--- config.mk ---
export PLATFORM = sky130hd
export DESIGN_NAME = dsp_mac_stream
export DESIGN_NICKNAME = d
export VERILOG_FILES = /design/src/rtl/dsp_mac_stream.sv
export SDC_FILE = /design/constraint.sdc
export NUM_CORES = 2
export LEC_CHECK = 0
export CAP_MARGIN = 15
export CORE_MARGIN = 3
export CORE_UTILIZATION = 55
export DETAILED_ROUTE_END_ITERATION = 12
export PLACE_DENSITY = 0.83
export SETUP_SLACK_MARGIN = 0.3
export SLEW_MARGIN = 10
export SYNTH_ARGS = -nofsm -noshare
export SYNTH_HDL_FRONTEND = slang
export SYNTH_SLANG_ARGS = --single-unit
--- constraint.sdc ---
create_clock -name clk -period 9.9 [get_ports clk]
set_clock_uncertainty 0.2 [all_clocks]
set_input_delay 1.98 -clock clk [delete_from_list [all_inputs] [get_ports clk]]
set_output_delay 1.98 -clock clk [all_outputs]
set_load 0.05 [all_outputs]
--- src/rtl/dsp_mac_stream.sv ---
`timescale 1ns/1ps
`default_nettype none
// ============================================================================
//  Module      : dsp_mac_stream
//  Description : Signed streaming multiply-accumulate slice. One frame
//                (first..last beats) produces one dot-product result.
//                Three-stage pipeline: S1 operands + pre-adder, S2 product,
//                S3 accumulate/emit. Valid/ready handshake on both sides.
//  Ports       : clk, RSTN (async, active low)
//                in_valid/in_ready, A, B, D, C, OPMODE[3:0], in_first, in_last
//                out_valid/out_ready, P, OVF (per-frame overflow), ERR (sticky)
//  Options     : DSP_MAC_SAT_EN - saturate the accumulator on overflow
//                (default: wrap modulo 2^P_WIDTH)
//  Revision    : 1.0 - initial release
// ============================================================================
module dsp_mac_stream #(
    parameter int A_WIDTH = 18,
    parameter int B_WIDTH = 18,
    parameter int D_WIDTH = 18,
    parameter int C_WIDTH = 48,
    parameter int P_WIDTH = 48
) (
    input  logic                      clk,
    input  logic                      RSTN,
    input  logic                      in_valid,
    output logic                      in_ready,
    input  logic signed [A_WIDTH-1:0] A,
    input  logic signed [B_WIDTH-1:0] B,
    input  logic signed [D_WIDTH-1:0] D,
    input  logic signed [C_WIDTH-1:0] C,
    input  logic        [3:0]         OPMODE,
    input  logic                      in_first,
    input  logic                      in_last,
    output logic                      out_valid,
    input  logic                      out_ready,
    output logic signed [P_WIDTH-1:0] P,
    output logic                      OVF,
    output logic                      ERR
);
    localparam int c_bd_w   = ((B_WIDTH > D_WIDTH) ? B_WIDTH : D_WIDTH) + 1;
    localparam int c_prod_w = A_WIDTH + c_bd_w;

    typedef enum logic [0:0] {
        ST_IDLE  = 1'b0,
        ST_ACCUM = 1'b1
    } state_t;

    // ready_en_q keeps in_ready low until the first edge after reset release
    logic                       ready_en_q, ready_en_d;
    // S1: operands and pre-adder result; op keeps {post-sub, seed}
    logic                       s1_valid_q, s1_valid_d;
    logic signed [A_WIDTH-1:0]  s1_a_q, s1_a_d;
    logic signed [c_bd_w-1:0]   s1_bd_q, s1_bd_d;
    logic signed [C_WIDTH-1:0]  s1_c_q, s1_c_d;
    logic        [1:0]          s1_op_q, s1_op_d;
    logic                       s1_first_q, s1_first_d, s1_last_q, s1_last_d;
    // S2: product
    logic                       s2_valid_q, s2_valid_d;
    logic signed [c_prod_w-1:0] s2_prod_q, s2_prod_d;
    logic signed [C_WIDTH-1:0]  s2_c_q, s2_c_d;
    logic        [1:0]          s2_op_q, s2_op_d;
    logic                       s2_first_q, s2_first_d, s2_last_q, s2_last_d;
    // S3: accumulator, frame state and result register
    state_t                     state_q, state_d;
    logic signed [P_WIDTH-1:0]  acc_q, acc_d;
    logic                       ovf_acc_q, ovf_acc_d;
    logic signed [P_WIDTH-1:0]  p_q, p_d;
    logic                       ovf_q, ovf_d;
    logic                       out_valid_q, out_valid_d;
    logic                       err_q, err_d;

    logic                       w_advance;
    logic signed [c_bd_w-1:0]   w_b_ext, w_d_ext, w_pre;
    logic signed [P_WIDTH-1:0]  w_prod_ext, w_x, w_z, w_base, w_sum, w_res;
    logic                       w_ovf, w_emit;

    // The whole pipeline moves only when the result slot is free or being taken.
    assign w_advance = ~out_valid_q | out_ready;
    assign in_ready  = ready_en_q & w_advance;
    assign out_valid = out_valid_q;
    assign P         = p_q;
    assign OVF       = ovf_q;
    assign ERR       = err_q;

    // S1 / S2 next-state: data and valids load together on advance
    always_comb begin
        w_b_ext = c_bd_w'(B);
        w_d_ext = c_bd_w'(D);
        w_pre   = OPMODE[0] ? (w_d_ext - w_b_ext) : (w_d_ext + w_b_ext);

        ready_en_d = 1'b1;
        s1_valid_d = s1_valid_q;
        s1_a_d     = s1_a_q;
        s1_bd_d    = s1_bd_q;
        s1_c_d     = s1_c_q;
        s1_op_d    = s1_op_q;
        s1_first_d = s1_first_q;
        s1_last_d  = s1_last_q;
        s2_valid_d = s2_valid_q;
        s2_prod_d  = s2_prod_q;
        s2_c_d     = s2_c_q;
        s2_op_d    = s2_op_q;
        s2_first_d = s2_first_q;
        s2_last_d  = s2_last_q;
        if (w_advance) begin
            s1_valid_d = in_valid & in_ready;
            s1_a_d     = A;
            s1_bd_d    = OPMODE[1] ? w_pre : w_b_ext;
            s1_c_d     = C;
            s1_op_d    = OPMODE[3:2];
            s1_first_d = in_first;
            s1_last_d  = in_last;
            s2_valid_d = s1_valid_q;
            s2_prod_d  = c_prod_w'(s1_a_q) * c_prod_w'(s1_bd_q);
            s2_c_d     = s1_c_q;
            s2_op_d    = s1_op_q;
            s2_first_d = s1_first_q;
            s2_last_d  = s1_last_q;
        end
    end

    // S3 datapath: X = +/-product, base = seed (frame start) or running acc
    always_comb begin
        w_prod_ext = P_WIDTH'(s2_prod_q);
        w_x        = s2_op_q[1] ? -w_prod_ext : w_prod_ext;
        w_z        = s2_op_q[0] ? P_WIDTH'(s2_c_q) : '0;
        w_base     = s2_first_q ? w_z : acc_q;
        w_sum      = w_base + w_x;
        w_ovf      = (w_base[P_WIDTH-1] == w_x[P_WIDTH-1]) &&
                     (w_sum[P_WIDTH-1] != w_base[P_WIDTH-1]);
`ifdef DSP_MAC_SAT_EN
        // Clamp toward the sign of the operands that overflowed.
        if (w_ovf) begin
            w_res = w_base[P_WIDTH-1] ? {1'b1, {(P_WIDTH-1){1'b0}}}
                                      : {1'b0, {(P_WIDTH-1){1'b1}}};
        end else begin
            w_res = w_sum;
        end
`else
        w_res = w_sum;
`endif
    end

    // S3 frame FSM and result register
    always_comb begin
        state_d     = state_q;
        acc_d       = acc_q;
        ovf_acc_d   = ovf_acc_q;
        p_d         = p_q;
        ovf_d       = ovf_q;
        err_d       = err_q;
        out_valid_d = out_valid_q;
        w_emit      = 1'b0;
        if (w_advance && s2_valid_q) begin
            if (s2_first_q) begin
                // A first beat inside an open frame abandons that frame.
                if (state_q == ST_ACCUM) begin
                    err_d = 1'b1;
                end
                acc_d     = w_res;
                ovf_acc_d = w_ovf;
                w_emit    = s2_last_q;
                state_d   = s2_last_q ? ST_IDLE : ST_ACCUM;
            end else if (state_q == ST_ACCUM) begin
                acc_d     = w_res;
                ovf_acc_d = ovf_acc_q | w_ovf;
                w_emit    = s2_last_q;
                state_d   = s2_last_q ? ST_IDLE : ST_ACCUM;
            end else begin
                err_d = 1'b1;
            end
        end
        if (w_emit) begin
            out_valid_d = 1'b1;
            p_d         = w_res;
            ovf_d       = w_ovf | (~s2_first_q & ovf_acc_q);
        end else if (out_ready) begin
            out_valid_d = 1'b0;
        end
    end

    always_ff @(posedge clk or negedge RSTN) begin
        if (!RSTN) begin
            ready_en_q  <= 1'b0;
            s1_valid_q  <= 1'b0;
            s1_a_q      <= '0;
            s1_bd_q     <= '0;
            s1_c_q      <= '0;
            s1_op_q     <= '0;
            s1_first_q  <= 1'b0;
            s1_last_q   <= 1'b0;
            s2_valid_q  <= 1'b0;
            s2_prod_q   <= '0;
            s2_c_q      <= '0;
            s2_op_q     <= '0;
            s2_first_q  <= 1'b0;
            s2_last_q   <= 1'b0;
            state_q     <= ST_IDLE;
            acc_q       <= '0;
            ovf_acc_q   <= 1'b0;
            p_q         <= '0;
            ovf_q       <= 1'b0;
            out_valid_q <= 1'b0;
            err_q       <= 1'b0;
        end else begin
            ready_en_q  <= ready_en_d;
            s1_valid_q  <= s1_valid_d;
            s1_a_q      <= s1_a_d;
            s1_bd_q     <= s1_bd_d;
            s1_c_q      <= s1_c_d;
            s1_op_q     <= s1_op_d;
            s1_first_q  <= s1_first_d;
            s1_last_q   <= s1_last_d;
            s2_valid_q  <= s2_valid_d;
            s2_prod_q   <= s2_prod_d;
            s2_c_q      <= s2_c_d;
            s2_op_q     <= s2_op_d;
            s2_first_q  <= s2_first_d;
            s2_last_q   <= s2_last_d;
            state_q     <= state_d;
            acc_q       <= acc_d;
            ovf_acc_q   <= ovf_acc_d;
            p_q         <= p_d;
            ovf_q       <= ovf_d;
            out_valid_q <= out_valid_d;
            err_q       <= err_d;
        end
    end

endmodule
`default_nettype wire

Word-level counts from Yosys, hierarchy flattened
Cells that the tools add are included.
Widths: inputs -> output; s select.
{ "totals": {"out_inout_bits": 52, "register_bits": 282, "elab_cells": 64} }
{ "op_classes": {"eq_ne": 4, "muxes": 20, "n_bitwise": 8, "mul": 1, "add_sub_neg": 4, "n_reduce_logical": 6} }
{ "ops": {"columns": ["cell", "count"], "rows": [
  ["$mux 48", 5],
  ["$add 48x48->48", 1],
  ["$neg 37->48", 1],
  ["$mux 19", 2],
  ["$mul 18x19->37", 1],
  ["$add 18x18->19", 1],
  ["$sub 18x18->19", 1],
  ["$mux 1", 13],
  ["$reduce_bool 2->1", 2],
  ["$and 1x1->1", 3],
  ["$or 1x1->1", 3],
  ["$reduce_and 3->1", 1],
  ["$logic_and 1x1->1", 2],
  ["$ne 2x1->1 const B", 1],
  ["$ne 2x2->1 const B", 1],
  ["$not 1->1", 2],
  ["$reduce_and 2->1", 1],
  ["$eq 1x1->1", 1],
  ["$ne 1x1->1", 1]
]} }

Longest topological paths before layout
{ "logic_depth": {"word_depth": 8, "ltp_mapped": 27, "mapped_depth_nobuf": 25} }

Worst setup path before layout
OpenSTA, ideal clock, no wires.
{ "synth_path": {"kind": "flip-flop to flip-flop", "from": "register s1_a_q[10]", "to": "register s2_prod_q[35]", "slack_ns": 2.969, "arrival_time_ns": 6.607, "path_stages_with_launch": 25, "synth_period_minus_slack_ns": 6.931, "required_ns": 9.576, "path_cell_list": "dfrtp_1 clkbuf_1 clkbuf_1 nand2_1 fa_1 inv_1 fa_1 inv_1 fa_1 inv_1 fa_1 fa_1 inv_1 fa_1 inv_1 ha_1 a21o_1 a211o_1 a21oi_1 a21oi_1 o41ai_1 nor3_1 a2111oi_0 nor4b_1 a211o_1"} }
{ "synth_via": {"elab_chain_len": 1} }
{ "synth_lines": {"columns": ["item", "line", "text"], "rows": [
  ["start, declared", "52", "logic signed [A_WIDTH-1:0] s1_a_q, s1_a_d;"],
  ["start signal, assigned", "186", "s1_a_q <= '0;"],
  ["start signal, assigned", "208", "s1_a_q <= s1_a_d;"],
  ["$mul 18x19->37", "114", "s2_prod_d = c_prod_w'(s1_a_q) * c_prod_w'(s1_bd_q);"],
  ["end signal, assigned", "215", "s2_prod_q <= s2_prod_d;"],
  ["end, declared", "59", "logic signed [c_prod_w-1:0] s2_prod_q, s2_prod_d;"]
]} }
No other way between the ends.
A chain may end at the register's enable or synchronous reset.

Worst setup path after layout
{ "layout_path": {"from": "register s1_a_q[9]", "to": "register s2_prod_q[35]"} }
Same word-level chain as after synthesis.

==> impl_metrics.tcl <==
set metrics [dict create \
    port_buffers 163 \
    layout-drive-gt1-share 0.03070 \
    fp.dieArea_mm2 0.05432 \
    clk_transition_reported_paths_ps 60 \
    die_span_x_um 233.1 \
    design.core.area_mm2 0.05058 \
    antenna_cells 0 \
    drc_violations_left 0 \
    hold_path_class "reg -> reg" \
    groute.layer.met2.usage 0.4568 \
    most-common-layout-cells "sky130_fd_sc_hd__nand2_1 (833), sky130_fd_sc_hd__inv_1 (456), sky130_fd_sc_hd__fa_1 (347)" \
    clockBufferDepth 3 \
    inserted_clock_buffers 31 \
    max_freq_mhz 128.5 \
    post-route-period-util 0.7858 \
    edff_count_synth 0 \
    fin_tns_setup_ps 0 \
    synthXorXnorAreaFrac 0.04505 \
    pin_count 164 \
    grtUsageTotal 0.2746 \
    drt-wirelength-per-cell_um 17.99 \
    htree_num_levels 1 \
    hpwlAfterDp_mm 55.86 \
    clkLatencyLatePin_ps 590 \
    timing.final.max_slew_violations 0 \
    post_synthesis_average_cell_area_um2 8.611 \
    grt_setup_unrepaired "no" \
    synth_top_family_by_area "adder cells" \
    end_kind "register" \
    max-slew-margin-rel 0.2297 \
    adder_cell_share_of_the_synthesized_area 0.3169 \
    dr.pass1.iters 6 \
    crit_path_category "reg -> reg" \
    ys_dominant_reg_cell "sky130_fd_sc_hd__dfrtp_1" \
    finalSetupViolCount 0 \
    drtAntennaViolNets 0 \
    post_drt_via_cell_ratio 5.607 \
    cts_setup_buffers 0 \
    hold_viol 0 \
    grt_overflow 0 \
    reg2reg_setup_slack_ps 2120 \
    final.min_clock_period_ps 7779 \
    initial_antenna_violation_count 0 \
    globalRouteMet1Util 0.3578 \
    critPathMaxFanout 20 \
    fp.dieH_um 233.1 \
    via_count 22580 \
    synth_nets 3915 \
    clock-root-buffer "sky130_fd_sc_hd__clkbuf_16" \
    grt_most_used_layer "met2" \
    pin_slew_with_the_least_headroom_to_its_limit_ps 1152 \
    synth_sequential_area_ratio 0.2489 \
    number_of_core_rows 82 \
    max_cap_viol_count 0 \
    worst_setup_path_start_kind "register" \
    worst-endpoint-required_ps 10160 \
    area_delta_synth_final_pct 10.80 \
    synth_mux_area_frac 0.01174 \
    ctsHoldBuffers 0 \
    run_status "finished, final reports clean" \
    layout.core_utilization 0.6211 \
    detail_route.wirelength_mm 72.47 \
    compound_cell_area_share_of_the_yosys_netlist 0.09990 \
    synth_seq_cells 282 \
    yosysUniqueCellTypes 65 \
    place_congestion 0.9556 \
    fill_cells 4110 \
    timing.critical_path.arrival_ps 8040 \
    grt_first_pass_wirelength_mm 119.4 \
    cts_tree "built" \
    met3_usage_grt 0.04402 \
    first_iter_violations 2020 \
    mostFrequentLayoutCell "sky130_fd_sc_hd__nand2_1" \
    initial_core_util 0.5606 \
    number_of_clock_sinks 282 \
    nets 3954 \
    syn-instance-count 3293 \
    grt_max_degree 167 \
    yosysWarningCount 0 \
    simple_logic_cell_fraction_of_the_synthesized_area 0.1944 \
    via_count_of_the_first_global_routing_pass 23040 \
    asyncSetResetFlopFracSynth 1.000 \
    post_synth_instance_area_mm2 0.02836 \
    cts_resized 0 \
]
[stage by stage]
step                      instance area [µm²]  hold slack [ps]  cells  setup slack (ps)
final                                   31420            266.9   4027              2121
after global routing                    31420            289.0   4027              1682
after CTS                               31400            270.2   4026              2179
after detailed placement                30320            255.7   3970              2328
after global placement                  30320            250.8   3970              2462
after floorplan                         28360            231.0   3293              2969
[cells by family after synthesis]
kind of cell | after synthesis
adder cells (fa/ha/maj) | 510
buffers and inverters | 625
XOR/XNOR | 145
other | 1
flip-flops | 282
multiplexers | 31
AO/OA/AOI/OAI | 448
AND/OR/NAND/NOR | 1251
[synth_stat cells (4+ instances only)]
| cell | instances | area share |
|---|---|---|
| sky130_fd_sc_hd__a21oi_1 | 113 | 0.020 |
| sky130_fd_sc_hd__a22o_1 | 44 | 0.014 |
| sky130_fd_sc_hd__nand4_1 | 13 | 0.0029 |
| sky130_fd_sc_hd__o2111ai_1 | 5 | 0.0015 |
| sky130_fd_sc_hd__nor3_1 | 19 | 0.0034 |
| sky130_fd_sc_hd__and3_1 | 11 | 0.0024 |
| sky130_fd_sc_hd__a21boi_0 | 4 | 0.0011 |
| sky130_fd_sc_hd__dfrtp_1 | 282 | 0.25 |
| sky130_fd_sc_hd__nor2_1 | 102 | 0.014 |
| sky130_fd_sc_hd__xnor2_1 | 103 | 0.032 |
| sky130_fd_sc_hd__nand2b_1 | 18 | 0.0040 |
| sky130_fd_sc_hd__nand3_1 | 30 | 0.0053 |
| sky130_fd_sc_hd__nor2b_1 | 13 | 0.0029 |
| sky130_fd_sc_hd__mux2_2 | 18 | 0.0071 |
| sky130_fd_sc_hd__a211oi_1 | 6 | 0.0016 |
| sky130_fd_sc_hd__fa_1 | 347 | 0.24 |
| sky130_fd_sc_hd__o31ai_1 | 12 | 0.0032 |
| sky130_fd_sc_hd__nor3b_1 | 10 | 0.0026 |
| sky130_fd_sc_hd__inv_1 | 456 | 0.060 |
| sky130_fd_sc_hd__clkbuf_1 | 158 | 0.021 |
| sky130_fd_sc_hd__a21o_1 | 56 | 0.015 |
| sky130_fd_sc_hd__nand2_1 | 833 | 0.11 |
| sky130_fd_sc_hd__and2_1 | 165 | 0.036 |
| sky130_fd_sc_hd__or3_1 | 15 | 0.0033 |
| sky130_fd_sc_hd__a31oi_1 | 15 | 0.0033 |
| sky130_fd_sc_hd__xor2_1 | 41 | 0.013 |
| sky130_fd_sc_hd__o21bai_1 | 10 | 0.0026 |
| sky130_fd_sc_hd__o21a_1 | 9 | 0.0024 |
| sky130_fd_sc_hd__ha_1 | 163 | 0.072 |
| sky130_fd_sc_hd__a211o_1 | 4 | 0.0012 |
| sky130_fd_sc_hd__a2111oi_0 | 4 | 0.0012 |
| sky130_fd_sc_hd__mux2i_1 | 13 | 0.0046 |
| sky130_fd_sc_hd__o21ai_0 | 130 | 0.023 |
| sky130_fd_sc_hd__o211ai_1 | 11 | 0.0029 |
| sky130_fd_sc_hd__buf_1 | 10 | 0.0013 |
| sky130_fd_sc_hd__o41ai_1 | 7 | 0.0022 |
[registers in the layout (all words and copies together), names as in the netlist, 2 cells and up]
name,flops
P,48
acc_q,48
s1_c_q,48
s2_c_q,48
s2_prod_q,37
s1_bd_q,19
s1_a_q,18
s1_op_q,2
s2_op_q,2
[layer usage]
metal  part of all wire  wire, µm
met5                  0         0
met4              0.051      3728
met3              0.075      5418
met2               0.48     34580
met1               0.40     28740
[worst max-delay path, cell delays in order, from the launching register on]
cell                        delay, ps
sky130_fd_sc_hd__dfrtp_1          810
sky130_fd_sc_hd__nand2_1          170
sky130_fd_sc_hd__fa_1             570
sky130_fd_sc_hd__inv_1             50
sky130_fd_sc_hd__fa_1             490
sky130_fd_sc_hd__inv_1             50
sky130_fd_sc_hd__fa_1             530
sky130_fd_sc_hd__inv_1             50
sky130_fd_sc_hd__fa_1             460
sky130_fd_sc_hd__fa_1             530
sky130_fd_sc_hd__inv_1             60
sky130_fd_sc_hd__fa_1             470
sky130_fd_sc_hd__inv_1             40
sky130_fd_sc_hd__ha_1             340
sky130_fd_sc_hd__a21o_1           180
sky130_fd_sc_hd__a211o_1          280
sky130_fd_sc_hd__a21oi_1          240
sky130_fd_sc_hd__a21oi_1          170
sky130_fd_sc_hd__o41ai_1          890
sky130_fd_sc_hd__nor3_1           140
sky130_fd_sc_hd__a2111oi_0        520
sky130_fd_sc_hd__nor4b_1          110
sky130_fd_sc_hd__a211o_1          290
[final timing paths]
kind / startpoint / end / depth (start not counted)
setup reg to reg: s1_a_q[9] / s2_prod_q[35] / 22
setup / recovery: s1_a_q[9] / s2_prod_q[35] / 22
hold reg to reg: s1_op_q[0] / s1_op_q[0] / 2
hold / removal: s1_op_q[0] / s1_op_q[0] / 2
min in group asynchronous: RSTN / P[37] / 1
max in group asynchronous: RSTN / s1_bd_q[4] / 2
[final cells by class]
class                           instances  area (µm²)  area share
Multi-Input combinational cell       2386       18980      0.6041
Sequential cell                       282        7057      0.2246
Timing Repair Buffer                  175        1752     0.05575
Inverter                              456        1712     0.05448
Clock buffer                           37       848.3     0.02700
Tap cell                              672       840.8     0.02676
Clock inverter                         19       227.7    0.007248
Power is not shown: default switching activity piles up to over one toggle a cycle in this logic, so the estimate is an artifact.
